==> src/rtl/ps2_host_tx.sv <==
// PS/2 host-to-device command transmitter: inhibit, request-to-send, 10 bits on device clock, ACK check.
// Optional macro PS2_TX_TIMEOUT_EN adds an abort when the device stops clocking for TIMEOUT_CYCLES.
module ps2_host_tx #(
    parameter int INHIBIT_CYCLES = 10000,
    parameter int TIMEOUT_CYCLES = 2000000,
    parameter int FILTER_LEN     = 8
) (
    input  logic       clk,
    input  logic       reset,
    input  logic [7:0] tx_data,
    input  logic       tx_valid,
    output logic       tx_ready,
    input  logic       ps2c_in,
    input  logic       ps2d_in,
    output logic       ps2c_oe,
    output logic       ps2d_oe,
    output logic       tx_busy,
    output logic       tx_done,
    output logic       tx_err
);

    // state     | meaning
    // IDLE      | waiting for tx_valid, lines released
    // INHIBIT   | holding ps2c low; ps2d pulled low on the final cycle
    // REQ       | ps2c released, start bit on ps2d
    // SEND      | data/parity/stop shifted out on device falling edges
    // ACK       | waiting for the device ACK edge
    // DONE_WAIT | waiting for both lines idle-high before reporting
    localparam logic [2:0] IDLE      = 3'd0;
    localparam logic [2:0] INHIBIT   = 3'd1;
    localparam logic [2:0] REQ       = 3'd2;
    localparam logic [2:0] SEND      = 3'd3;
    localparam logic [2:0] ACK       = 3'd4;
    localparam logic [2:0] DONE_WAIT = 3'd5;

    localparam int INH_W  = $clog2(INHIBIT_CYCLES + 1);
    localparam int TOUT_W = $clog2(TIMEOUT_CYCLES + 1);
    localparam int CNT_W  = (INH_W > TOUT_W) ? INH_W : TOUT_W;
    localparam int FLT_W  = $clog2(FILTER_LEN + 1);

    logic [2:0]       state;
    logic [7:0]       data;
    logic             parity;
    logic [CNT_W-1:0] cnt;
    logic [3:0]       bit_idx;
    logic             drive_low;
    logic             ack_ok;
    logic             next_bit;
    logic             tout;

    logic             c_sync1;
    logic             c_sync2;
    logic             d_sync1;
    logic             d_sync2;
    logic             c_filt;
    logic [FLT_W-1:0] flt_cnt;
    logic             flt_hit;
    logic             c_fall;

    always_ff @(posedge clk or negedge reset) begin
        if (!reset) begin
            c_sync1 <= 1'b1;
            c_sync2 <= 1'b1;
            d_sync1 <= 1'b1;
            d_sync2 <= 1'b1;
        end else begin
            c_sync1 <= ps2c_in;
            c_sync2 <= c_sync1;
            d_sync1 <= ps2d_in;
            d_sync2 <= d_sync1;
        end
    end

    // The filtered clock only flips after FILTER_LEN consecutive samples disagree with it.
    assign flt_hit = (c_sync2 != c_filt) && (flt_cnt == FLT_W'(FILTER_LEN - 1));
    assign c_fall  = flt_hit && c_filt;

    always_ff @(posedge clk or negedge reset) begin
        if (!reset) begin
            c_filt  <= 1'b1;
            flt_cnt <= '0;
        end else if (c_sync2 == c_filt) begin
            flt_cnt <= '0;
        end else if (flt_hit) begin
            c_filt  <= c_sync2;
            flt_cnt <= '0;
        end else begin
            flt_cnt <= flt_cnt + 1'b1;
        end
    end

    always_comb begin
        next_bit = 1'b1;
        if (bit_idx < 4'd8) begin
            next_bit = data[bit_idx[2:0]];
        end else if (bit_idx == 4'd8) begin
            next_bit = parity;
        end
    end

`ifdef PS2_TX_TIMEOUT_EN
    logic frame_active;
    assign frame_active = (state == REQ) || (state == SEND) || (state == ACK) || (state == DONE_WAIT);
    assign tout = frame_active && !c_fall && (cnt == '0);
`else
    assign tout = 1'b0;
`endif

    always_ff @(posedge clk or negedge reset) begin
        if (!reset) begin
            state     <= IDLE;
            data      <= '0;
            parity    <= 1'b0;
            cnt       <= '0;
            bit_idx   <= '0;
            drive_low <= 1'b0;
            ack_ok    <= 1'b0;
            tx_done   <= 1'b0;
            tx_err    <= 1'b0;
        end else begin
            tx_done <= 1'b0;
            tx_err  <= 1'b0;
            if (tout) begin
                state     <= IDLE;
                drive_low <= 1'b0;
                bit_idx   <= '0;
                tx_err    <= 1'b1;
            end else begin
`ifdef PS2_TX_TIMEOUT_EN
                if (frame_active) begin
                    cnt <= c_fall ? CNT_W'(TIMEOUT_CYCLES - 1) : cnt - 1'b1;
                end
`endif
                case (state)
                    IDLE: begin
                        if (tx_valid) begin
                            data   <= tx_data;
                            parity <= ~^tx_data;
                            cnt    <= CNT_W'(INHIBIT_CYCLES - 1);
                            state  <= INHIBIT;
                        end
                    end
                    INHIBIT: begin
                        if (cnt == '0) begin
                            state     <= REQ;
                            drive_low <= 1'b1;
                            bit_idx   <= '0;
`ifdef PS2_TX_TIMEOUT_EN
                            cnt       <= CNT_W'(TIMEOUT_CYCLES - 1);
`endif
                        end else begin
                            cnt <= cnt - 1'b1;
                        end
                    end
                    REQ: begin
                        state <= SEND;
                    end
                    SEND: begin
                        if (c_fall) begin
                            drive_low <= ~next_bit;
                            bit_idx   <= bit_idx + 1'b1;
                            if (bit_idx == 4'd9) begin
                                state <= ACK;
                            end
                        end
                    end
                    ACK: begin
                        if (c_fall) begin
                            ack_ok <= ~d_sync2;
                            state  <= DONE_WAIT;
                        end
                    end
                    DONE_WAIT: begin
                        if (c_filt && d_sync2) begin
                            tx_done <= ack_ok;
                            tx_err  <= ~ack_ok;
                            bit_idx <= '0;
                            state   <= IDLE;
                        end
                    end
                    default: begin
                        state     <= IDLE;
                        drive_low <= 1'b0;
                    end
                endcase
            end
        end
    end

    assign tx_ready = (state == IDLE);
    assign tx_busy  = (state != IDLE);
    assign ps2c_oe  = (state == INHIBIT);
    assign ps2d_oe  = ((state == INHIBIT) && (cnt == '0)) ||
                      (((state == REQ) || (state == SEND)) && drive_low);

endmodule

==> config.mk <==
export PLATFORM = sky130hd
export DESIGN_NAME = ps2_host_tx
export DESIGN_NICKNAME = d
export VERILOG_FILES = /design/src/rtl/ps2_host_tx.sv
export SDC_FILE = /design/constraint.sdc
export NUM_CORES = 1
export LEC_CHECK = 0
export CAP_MARGIN = 20
export CORE_ASPECT_RATIO = 1.1
export CORE_MARGIN = 2
export CORE_UTILIZATION = 35
export CTS_CLUSTER_DIAMETER = 100
export DETAILED_ROUTE_END_ITERATION = 6
export PLACE_DENSITY_LB_ADDON = 0.1
export SYNTH_ARGS = -nofsm -noshare
export SYNTH_HDL_FRONTEND = slang
export SYNTH_SLANG_ARGS = --single-unit
==> constraint.sdc <==
create_clock -name clk -period 3.11 [get_ports clk]
set_clock_uncertainty 0.15 [all_clocks]
set_input_delay 0.933 -clock clk [delete_from_list [all_inputs] [get_ports clk]]
set_output_delay 0.933 -clock clk [all_outputs]
set_load 0.005 [all_outputs]
==> metrics.md, run 1 <==
| Metric | Value |
|---|---|
| EDFF count, synth | 0 |
| Largest family of logic cells by synthesized area | simple AND/OR/NAND/NOR gates |
| Placed instance count | 384 |
| Slowest CP cell | or4_4 |
| Hold Path Depth | 0 |
| Synth Area in Simple Gates | a little over a quarter |
| CTS tree | done |
| Slew Viols, Final | 0 |
| Overall Global Routing Usage | between 10% and 20% |
| Number of global-route vias before repair | about 2.1k |
| Synth Area in Compound Gates | between 10% and 20% |
| RSZ-0062 raised after global routing | no |
| DR pass1 iterations | 4 |
| CTS Buf Count | 5 |
| Max incr delay on CP | roughly 0.56 ns |
| Hold Fails Final Rpt | 0 |
| Core area | around 7400 µm² |
| Crit Reg-Reg Endpoint | cnt[9] |
| Syn avg cell area | approximately 9.9 µm² |
| Wire length per cell | 14.4 µm |
| Setup-failing EPs final | 0 |
| Worst hold path class | flop to flop |
| Worst IR Drop VDD | 0.000223 V |
| Multiplexer share of the synthesized area | under 10% |
| Remaining antenna violation count | 0 |
| DR DRC count | 0 |
| Initial antenna violation count | 0 |
| Hold EP | c_sync2 |
| Area delta synth->final | 18.2% |
| # IOs | 19 |
| Status | completed |
| Hold buffers post-CTS | 0 |
| Fin Hold WS | between 0.2 and 0.25 ns |
| Synth Net Count | about 290 |
| Reg-to-Reg Start | cnt[18] |
| Period utilization | a little over nine tenths |
| Yosys Warn Count | 0 |
| Crit path arrival time | roughly 1.9 ns |
| CP Max Fanout | 2 |
| Critical path class | flop to primary output |
| Worst r2r path cells | 6 |
| Synth Instances | between 200 and 300 |
| LEAKAGE | 0.00132 µW |
| Synth Register Bits | 50 |
| CTS sink cnt | 50 |
| Via count | around 2.1k |
| Gp weighted congestion | 0.783 |
| Overflow after GRT | 0 |
| Max Fclk | between 300 and 400 MHz |
| Clk buf depth | 2 |
| Number of fill cells in the layout | 722 |
| First DRT Iteration DRCs | 77 |
| Vias/cell | between 5 and 6 |
| Chip Height | about 96 µm |
| Post-synth ARST share | 100% |
| Max_cap viols | 0 |
| Synth top area cells | dfrtp_1, nand2_1, dfstp_2 |
| Pwr/cell area | 611 nW/µm² |
| M1 GR Usage | roughly 19% |
| Die extent in x | ~87 µm |
| Xor and xnor area share after synthesis | approximately 3.0% |
| Yosys cell types | 53 |
| Share of cells above drive strength 1 | between 10% and 20% |
| Worst Setup Start Kind | flop |
| Tmin final | 2.94 ns |
| Setup tns final | 0 ns |
| Detail Placement HPWL | between 4000 and 5000 µm |
| Nets | about 330 |
| Top cell family by delay on the critical path | simple AND/OR/NAND/NOR gates |
| R2r setup slk | 0.34 ns |
| Seq/Total Area, Yosys | 47.2% |
| DRT Wirelength | 5710 µm |
| Worst path bufs/invs | 1 |
| Routing usage on met3 | around 2.9% |
| Measured slew at the worst slew-check pin | ~0.7 ns |
| Worst-Skew Late Latency | a little over 0.3 ns |
| Final core occ | 42.4% |
| Post-Syn Area | 2670 µm² |
| Crit path required time | ~2.0 ns |
| Number of buffer cells added on primary ports | 18 |
| Rel. slew slack | 52.8% |
| CTS H-tree depth | 2 |
| Largest net degree at the start of global routing | 23 |
| Final Cell Area | around 3200 µm² |
| Synth Flop Type | dfrtp_1 |
| Die ar. | roughly 8300 µm² |
| DP Area | just over 3000 µm² |
| Post-synthesis adder-cell area fraction | 2.82% |
| Clk Tree Root Cell | clkbuf_8 |
| Yosys top cell by area | dfrtp_1 |
| Crit-path cells | or4_4, nor2_4, nand4_1, nand2_1, dlygate4sd2_1 |
| Inserted Diodes | 0 |
| Synth top area share | about 42% |
| Clk pin slew, worst setup/hold paths | approximately 0.10 ns |
| # rows | 33 |
| First-pass GRT wire length | between 9000 and 10000 µm |
| Met2 usage | 26.4% |
| Crit end category | primary output |
| Post-route insts no fill | 396 |
| Most Crowded Layer GR | met2 |
| Critical hold path startpoint | c_sync1 |
| Initial core utilization | 35.9% |
-- sequential cells by signal, indices dropped and copies added (netlist names) --
name / cells
d_sync2: 1
drive_low: 1
tx_done: 1
c_sync1: 1
state: 3
d_sync1: 1
data: 8
cnt: 21
flt_cnt: 4
c_sync2: 1
bit_idx: 4
parity: 1
c_filt: 1
tx_err: 1
ack_ok: 1
-- timing repair --
item,CTS,global route
gates resized for setup,4,0
endpoints found under the hold margin,0,0
buffers inserted,4,0
setup endpoints to repair,1,0
-- how the worst max path moves through the flow --
stage	from	end	slack [ns]	cells past startpoint
global route	cnt[1]	ps2d_oe	0.01	7
global placement	tx_valid	cnt[18]	0.08	6
detailed placement	tx_valid	cnt[19]	0.06	6
finish	cnt[18]	ps2d_oe	0.17	5
floorplan	tx_valid	cnt[18]	0.49	6
CTS	cnt[18]	ps2d_oe	0.13	5
-- Yosys cell counts, types with 3 or more instances --
cell type and count:
a31oi_1 3, nor2b_1 4, a21oi_1 15, or4_1 8, or2_2 3, o21ai_0 16, nor3_1 7, nand3_1 13
nor2_1 13, buf_6 3, mux2_2 3, o31ai_1 10, or3_1 8, clkbuf_1 4, xnor2_1 8, ha_1 6
dfstp_2 5, nand2_1 43, inv_1 8, dfrtp_1 45, nand2b_1 4, or3_2 3
-- metal layers --
layer	up-vias	share of wire [%]
met5	-	0
met4	0	0.84
met3	4	2.2
met2	18	51
met1	997	46
li1	1053	-
-- kinds of logic (layout without fill, tap and decap cells) --
kind of cell             Yosys count  count (layout)
AO/OA/AOI/OAI                     54              54
XOR/XNOR                           9               9
adder cells (fa/ha/maj)            6               6
buffers and inverters             17              56
flip-flops                        50              50
multiplexers                       6               6
AND/OR/NAND/NOR                  128             128
-- area by class of cell --
class,instances,area (µm²),area share (%)
clock inverter,2,17.5,0.556
tap,87,109,3.46
multi-input combinational,203,1330,42.1
sequential,50,1260,39.9
clock buffer,6,72.6,2.30
inverter,8,30.0,0.953
timing repair buffer,40,339,10.8
-- per-stage QoR --
step                power, µW  setup slack, ns
floorplan                1350            0.491
global placement         1540           0.0750
detailed placement       1550           0.0563
CTS                      1960            0.134
global route             2090           0.0141
finish                   1920            0.167
-- where the power goes --
part           total, µW  leakage [µW]  switching [µW]  internal (µW)
sequential           939      0.000628             134            805
combinational        590      0.000648             307            283
clock                395     0.0000458             231            164
total               1920       0.00132             672           1250
-- cells in the final DEF, fill, tap and decap left out, types with 4 or more instances in the layout --
cell type	count
nor2_1	12
xnor2_1	8
dfrtp_1	45
nor3_1	7
nand2_1	43
clkbuf_8	5
nand2b_1	4
a21oi_1	15
or4_1	8
ha_1	6
nand3_1	13
nor2b_1	4
buf_4	22
inv_1	8
o31ai_1	10
dfstp_2	5
clkdlybuf4s50_1	16
o21ai_0	16
or3_1	8
No activity file was read; power rests on OpenSTA's default activity.
==> run 2: changes to the inputs <==
--- a/config.mk
+++ b/config.mk
@@ -5,8 +5,8 @@
 export SDC_FILE = /design/constraint.sdc
 export NUM_CORES = 1
 export LEC_CHECK = 0
+export ABC_AREA = 1
 export CAP_MARGIN = 20
-export CORE_ASPECT_RATIO = 1.1
 export CORE_MARGIN = 2
 export CORE_UTILIZATION = 35
 export CTS_CLUSTER_DIAMETER = 100
==> constraint.sdc (replaced) <==
create_clock -name clk -period 3.11 [get_ports clk]
set_clock_uncertainty 0.15 [all_clocks]
set_input_delay 0.7775 -clock clk [delete_from_list [all_inputs] [get_ports clk]]
set_output_delay 0.7775 -clock clk [all_outputs]
set_load 0.005 [all_outputs]
==> run 2 against run 1 <==
Against the previous run:
- maximum frequency is 0.29% lower
- first-iteration DRC count grew 22%
- global-route usage increased by 1.3 points
- clock-buffer cell count fell by 1
- sequential power grew 5.6%
- clock power up 41%
- die area grew 8.7%
- largest cell class unchanged
==> metrics.md, run 2 <==
| Metric | Value |
|---|---|
| R2r setup slk | 1.03 ns (+0.69 ns) |
| Inserted Diodes | 0 (unchanged) |
| Die extent in x | 95.2 µm (+9.1%) |
| Hold EP | d_sync2 |
| Initial core utilization | 35.7% (-0.11 points) |
| Via count | 2542 (+23%) |
| DR pass1 iterations | 4 (unchanged) |
| Hold Path Depth | 0 (unchanged) |
| Hold Fails Final Rpt | 0 (unchanged) |
| Chip Height | 95.2 µm (-0.39%) |
| Worst Slack Setup Final | 0.158 ns (-0.00866 ns) |
| First DRT Iteration DRCs | 94 (+22%) |
| Setup WS pre-CTS | 0.500 ns (+0.444 ns) |
| Slowest CP cell | clkdlybuf4s50_1 |
| DRT Wirelength | 6670 µm (+17%) |
| CTS Buf Count | 5 (unchanged) |
| Post-Syn Area | 2910 µm² (+9.1%) |
| List of most frequent post-synthesis cells | nand2_1, nor2_1, nand3_1 |
| Syn avg cell area | 7.14 µm² (-28%) |
| Worst IR Drop VDD | 0.000363 V (+63%) |
| Die ar. | 9050 µm² (+8.7%) |
| Crit path required time | 2.18 ns (+0.15 ns) |
| Worst Setup Start Kind | flop |
| Cell with the most instances after synthesis | nand2_1 |
| Clk buf depth | 2 (unchanged) |
| Critical path class | flop to primary output |
| LEAKAGE | 0.00160 µW (+21%) |
| Max_cap viols | 0 (unchanged) |
| Area delta synth->final | 15.2% |
| Wire length per cell | 12.4 µm (-14%) |
| CTS tree | done |
| Pwr/cell area | 798 nW/µm² (+31%) |
| Crit path arrival time | 2.02 ns (+0.16 ns) |
| Yosys Warn Count | 0 (unchanged) |
| Critical hold path startpoint | d_sync1 |
| Max Fclk | 339 MHz (-0.29%) |
| Number of global-route vias before repair | 2440 (+18%) |
| Overall Global Routing Usage | 16.4% (+1.3 points) |
| Vias/cell | 4.73 (-9.5%) |
| Period utilization | 94.9% (+0.28 points) |
| Tmin final | 2.95 ns (+0.00866 ns) |
| CP Max Fanout | 6 (+4) |
| Number of flip-flops in the largest register | 21 (unchanged) |
| Gp weighted congestion | 0.802 (+2.3%) |
| Crit end category | primary output |
| Initial antenna violation count | 0 (unchanged) |
| # IOs | 19 (unchanged) |
| EDFF count, synth | 0 (unchanged) |
| Synth Net Count | 426 (+47%) |
| Synth top area share | 38.7% (-3.5 points) |
| Largest Register | cnt |
| Synth Instances | 407 (+51%) |
| Worst r2r path cells | 9 (+3) |
| Synth Flop Type | dfrtp_1 |
| Overflow after GRT | 0 (unchanged) |
| Synth top area cells | dfrtp_1, nand2_1, nand3_1 |
| CTS H-tree depth | 2 (unchanged) |
| Yosys cell types | 27 (-49%) |
| Setup tns final | 0 ns (unchanged) |
| Commonest cells after routing, fill and taps aside | nand2_1, nor2_1, nand3_1, dfrtp_1, inv_1 |
| Measured slew at the worst slew-check pin | 0.551 ns (-0.155 ns) |
| # rows | 33 (unchanged) |
| Placed instance count | 529 (+38%) |
| Core area | 8130 µm² (+9.4%) |
| Share of cells above drive strength 1 | 9.03% (-10 points) |
| Yosys top cell by area | dfrtp_1 |
| First-pass GRT wire length | 11600 µm (+17%) |
| Resized cells post-CTS | 0 (-4) |
| Number of buffer cells added on primary ports | 18 (unchanged) |
| Nets | 450 (+38%) |
| Max incr delay on CP | 0.50 ns (-0.06 ns) |
| Reg-to-Reg Start | state[2] |
| Hold buffers post-CTS | 0 (unchanged) |
| Setup Buffers After CTS | 0 (-4) |
| Final total power | 2670 µW (+39%) |
| CTS sink cnt | 50 (unchanged) |
| Clk Tree Root Cell | clkbuf_8 |
| Regs by FF count | cnt x21, data x8 |
| Largest net degree at the start of global routing | 31 (+35%) |
| Synth Register Bits | 50 (unchanged) |
| Seq/Total Area, Yosys | 43.2% (-3.9 points) |
| Crit-path cells | inv_2, nand2_2, nor2_2, nand4_1, nand2_1, clkdlybuf4s50_1 |
| Post-synth ARST share | 100% (unchanged) |
| Remaining antenna violation count | 0 (unchanged) |
| Worst-Skew Late Latency | 0.31 ns (about the same) |
| DR DRC count | 0 (unchanged) |
| Clk pin slew, worst setup/hold paths | 0.10 ns (about the same) |
| Commonest non-fill, non-tap cell in the layout | nand2_1 |
| Setup-failing EPs final | 0 (unchanged) |
| Crit Reg-Reg Endpoint | cnt[7] |
| Rel. slew slack | 63.3% (+10 points) |
| Detail Placement HPWL | 5010 µm (+22%) |
| Status | completed |
| RSZ-0062 raised after global routing | no |
| Worst hold path class | flop to flop |
| Post-route insts no fill | 537 (+36%) |
| Slew Viols, Final | 0 (unchanged) |
## run 2: area by class of cell
type                       instances  area (µm²)
tap                              105         131
multi-input combinational        312        1450
clock inverter                     3        68.8
inverter                          39         146
timing repair buffer              23         225
sequential                        50        1260
clock buffer                       5        68.8
fill                             879        4780
## run 2: per-stage QoR
step                util (%)  hold WS, ns  cell area (µm²)
floorplan                  -        0.195             2910
global placement        39.5        0.197             3210
detailed placement      39.5        0.197             3210
CTS                     41.2        0.211             3350
global route            41.2        0.211             3350
finish                  41.2        0.205             3350
## run 2: critical path, delay by kind of cell (launching register included)
family	cells	cell delay, ns
buffers and inverters	2	0.63
flip-flops	1	0.46
AND/OR/NAND/NOR	4	0.62
## run 2: logic make-up after synthesis
| logic type | Yosys count | synth area share, % |
|---|---|---|
| and+or+nand+nor | 266 | 39.1 |
| DFF | 50 | 43.2 |
| buffers and inverters | 45 | 6.80 |
| AOI/OAI and AO/OA | 30 | 5.29 |
| xor gates and xnor gates | 10 | 3.01 |
| adders and majority gates | 6 | 2.58 |
## run 2: routing by layer
metal | global-route usage [%] | up-vias | share of wire, %
met5 | 0 | - | 0
met4 | 4.71 | 0 | 1.3
met3 | 2.85 | 6 | 2.6
met2 | 28.9 | 31 | 49
met1 | 20.6 | 1169 | 47
li1 | - | 1336 | -
## run 2: worst max path at each step
stage,end,cells past startpoint,startpoint
6_report,ps2d_oe,6,state[2]
5_1_grt,ps2d_oe,6,state[2]
4_1_cts,ps2d_oe,6,state[2]
3_5_place_dp,ps2d_oe,6,state[2]
3_3_place_gp,ps2d_oe,6,state[2]
2_1_floorplan,ps2c_oe,5,state[2]
## run 2: power by group
| part | total, µW | internal, µW | switching (µW) |
|---|---|---|---|
| Clock | 556 | 322 | 233 |
| Sequential | 992 | 825 | 167 |
| Combinational | 1130 | 409 | 719 |
| Total | 2670 | 1560 | 1120 |
==> run 3: changes to the inputs <==
--- a/config.mk
+++ b/config.mk
@@ -12,6 +12,7 @@
 export CTS_CLUSTER_DIAMETER = 100
 export DETAILED_ROUTE_END_ITERATION = 6
 export PLACE_DENSITY_LB_ADDON = 0.1
+export REMOVE_ABC_BUFFERS = 1
 export SYNTH_ARGS = -nofsm -noshare
 export SYNTH_HDL_FRONTEND = slang
 export SYNTH_SLANG_ARGS = --single-unit
==> run 3 against run 2 <==
Against the previous run:
- die area is the same
- final cell count is 0.37% lower
- global-route usage fell by 0.45 points
- setup slack improved by 0.091 ns
- critical path depth increased by 1
- utilization fell by 1.0 points
- via count is 0.98% lower
- clock power down 30%
- clock-buffer cell count increased by 2
- non-clock buffer count is 2 lower
- first-iteration DRC count up 16%
- sequential share of layout area rose by 0.93 points
==> metrics.md, run 3 (same netlist as run 2, synthesis figures left out) <==
| Metric | Value |
|---|---|
| Chip Height | 95.2 µm (unchanged) |
| Crit Reg-Reg Endpoint | cnt[10] |
| Number of global-route vias before repair | 2435 (-0.20%) |
| DR DRC count | 0 (unchanged) |
| Final Cell Area | 3270 µm² (-2.4%) |
| Switch share | 44.4% (+2.6 points) |
| Worst r2r path cells | 11 (+2) |
| Tmin final | 2.86 ns (-0.0909 ns) |
| Critical path class | flop to primary output |
| First DRT Iteration DRCs | 109 (+16%) |
| R2r setup slk | 1.11 ns (+0.08 ns) |
| Pint | 1370 µW (-12%) |
| CTS sink cnt | 50 (unchanged) |
| Worst-Skew Late Latency | 0.31 ns (about the same) |
| Die ar. | 9050 µm² (unchanged) |
| Die extent in x | 95.2 µm (unchanged) |
| Max incr delay on CP | 0.50 ns (about the same) |
| Crit end category | primary output |
| CTS tree | done |
| Rel. slew slack | 55.4% (-7.9 points) |
| Initial antenna violation count | 0 (unchanged) |
| Worst Slack Setup Final | 0.249 ns (+0.0909 ns) |
| Clk pin slew, worst setup/hold paths | 0.10 ns (about the same) |
| Area delta synth->final | 12.4% |
| Final total power | 2470 µW (-7.7%) |
| Slew Viols, Final | 0 (unchanged) |
| Worst IR Drop VDD | 0.000354 V (-2.4%) |
| Setup-failing EPs final | 0 (unchanged) |
| Number of fill cells in the layout | 862 (-1.9%) |
| Regs by FF count | cnt x21, data x8 |
| Number of buffer cells added on primary ports | 18 (unchanged) |
| Worst Setup Start Kind | flop |
| Period utilization | 92.0% (-2.9 points) |
| Hold Fails Final Rpt | 0 (unchanged) |
| Setup WS pre-CTS | 0.554 ns (+0.0537 ns) |
| Hold Path Depth | 0 (unchanged) |
| Final core occ | 40.2% (-1.0 points) |
| Slowest CP cell | clkdlybuf4s50_1 |
| Critical hold path startpoint | d_sync1 |
| Crit-path cells | inv_1, ha_1, nand3_1, nor2_1, nand4_1, nand2_1, clkdlybuf4s50_1 |
| Crit path required time | 2.18 ns (about the same) |
| Resized cells post-CTS | 0 (unchanged) |
| Inserted Diodes | 0 (unchanged) |
| # IOs | 19 (unchanged) |
| Detail Placement HPWL | 4670 µm (-6.7%) |
| DR pass1 iterations | 4 (unchanged) |
| Hold buffers post-CTS | 0 (unchanged) |
| Initial core utilization | 35.7% (unchanged) |
| LEAKAGE | 0.00155 µW (-2.8%) |
| Number of flip-flops in the largest register | 21 (unchanged) |
| Hold EP | d_sync2 |
| RSZ-0062 raised after global routing | no |
| DRT Wirelength | 6500 µm (-2.4%) |
| Clk Tree Root Cell | clkbuf_8 |
| Crit path arrival time | 1.93 ns (-0.09 ns) |
| Share of cells above drive strength 1 | 8.14% (-0.89 points) |
| Nets | 448 (-0.44%) |
| CTS Buf Count | 5 (unchanged) |
| Max Fclk | 350 MHz (+3.2%) |
| CP Max Fanout | 5 (-1) |
| Largest Register | cnt |
| # rows | 33 (unchanged) |
| Measured slew at the worst slew-check pin | 0.670 ns (+0.119 ns) |
| Gp weighted congestion | 0.862 (+7.5%) |
| First-pass GRT wire length | 11300 µm (-2.4%) |
| Clk pwr share | 15.8% (-5.0 points) |
| Overall Global Routing Usage | 16.0% (-0.45 points) |
| Clk buf depth | 2 (unchanged) |
| Pwr/cell area | 755 nW/µm² (-5.4%) |
| Reg-to-Reg Start | state[1] |
| Largest net degree at the start of global routing | 51 (+65%) |
| Setup tns final | 0 ns (unchanged) |
| Commonest non-fill, non-tap cell in the layout | nand2_1 |
| Vias/cell | 4.70 (-0.61%) |
| Via count | 2517 (-0.98%) |
| NetSw | 1100 µW (-2.0%) |
| Commonest cells after routing, fill and taps aside | nand2_1, nor2_1, nand3_1, dfrtp_1, inv_1 |
| Wire length per cell | 12.2 µm (-2.1%) |
| CP Launch Point | cnt[0] |
| DP Area | 3190 µm² (-0.86%) |
| Logic gate share of total power | 44.3% (+2.1 points) |
| Remaining antenna violation count | 0 (unchanged) |
| Max_cap viols | 0 (unchanged) |
| Setup Buffers After CTS | 0 (unchanged) |
| Overflow after GRT | 0 (unchanged) |
| CTS H-tree depth | 2 (unchanged) |
| Worst hold path class | flop to flop |
| Status | completed |
| Reg power frac | 39.9% (+2.8 points) |
| Core area | 8130 µm² (unchanged) |
## run 3: cell types whose count changed in the layout (fill, tap and decap cells not counted)
cell,change
clkbuf_1,+2
clkinvlp_4,+1
buf_12,-1
clkinv_4,-1
bufinv_16,-2
buf_4,-1
## run 3: worst max path at each step
stage	to	slack [ns]	cells past startpoint
after floorplan	cnt[10]	0.66	8
after global placement	ps2d_oe	0.56	6
after detailed placement	ps2d_oe	0.55	7
after CTS	ps2d_oe	0.20	7
after global routing	ps2d_oe	0.09	6
final	ps2d_oe	0.25	7
## run 3: final cells by class
cell class | count | area [µm²] | share of cell area, %
tap | 105 | 131 | 4.02
multi-input combinational | 312 | 1450 | 44.4
inverter | 39 | 146 | 4.48
clock inverter | 1 | 7.51 | 0.230
timing repair buffer | 21 | 198 | 6.05
sequential | 50 | 1260 | 38.5
clock buffer | 7 | 76.3 | 2.33
## run 3: worst max-delay path: cells and delay by family (launching register included)
family                     cells  cell delay (ns)
and+or+nand+nor                4             0.38
DFF                            1             0.42
adders and majority gates      1             0.18
buffers and inverters          2             0.64
## run 3: routing by layer
layer	up-vias	track usage [%]	wire length, µm
li1	1334	-	-
met1	1150	21.6	3200
met2	26	26.5	3050
met3	7	2.61	168
met4	0	4.47	87
met5	-	0	0
## run 3: power by group through the flow
stage               registers [µW]  clock network (µW)  logic, µW
floorplan                      954                   0        792
global placement               998                   0       1110
detailed placement            1000                   0       1110
CTS                            989                 410       1110
global route                  1020                 434       1280
finish                         985                 391       1090
## run 3: through the flow
| stage | hold WS (ns) | cells |
|---|---|---|
| finish | 0.210 | 535 |
| global route | 0.222 | 535 |
| CTS | 0.212 | 535 |
| detailed placement | 0.197 | 527 |
| global placement | 0.195 | 527 |
| floorplan | 0.195 | 401 |
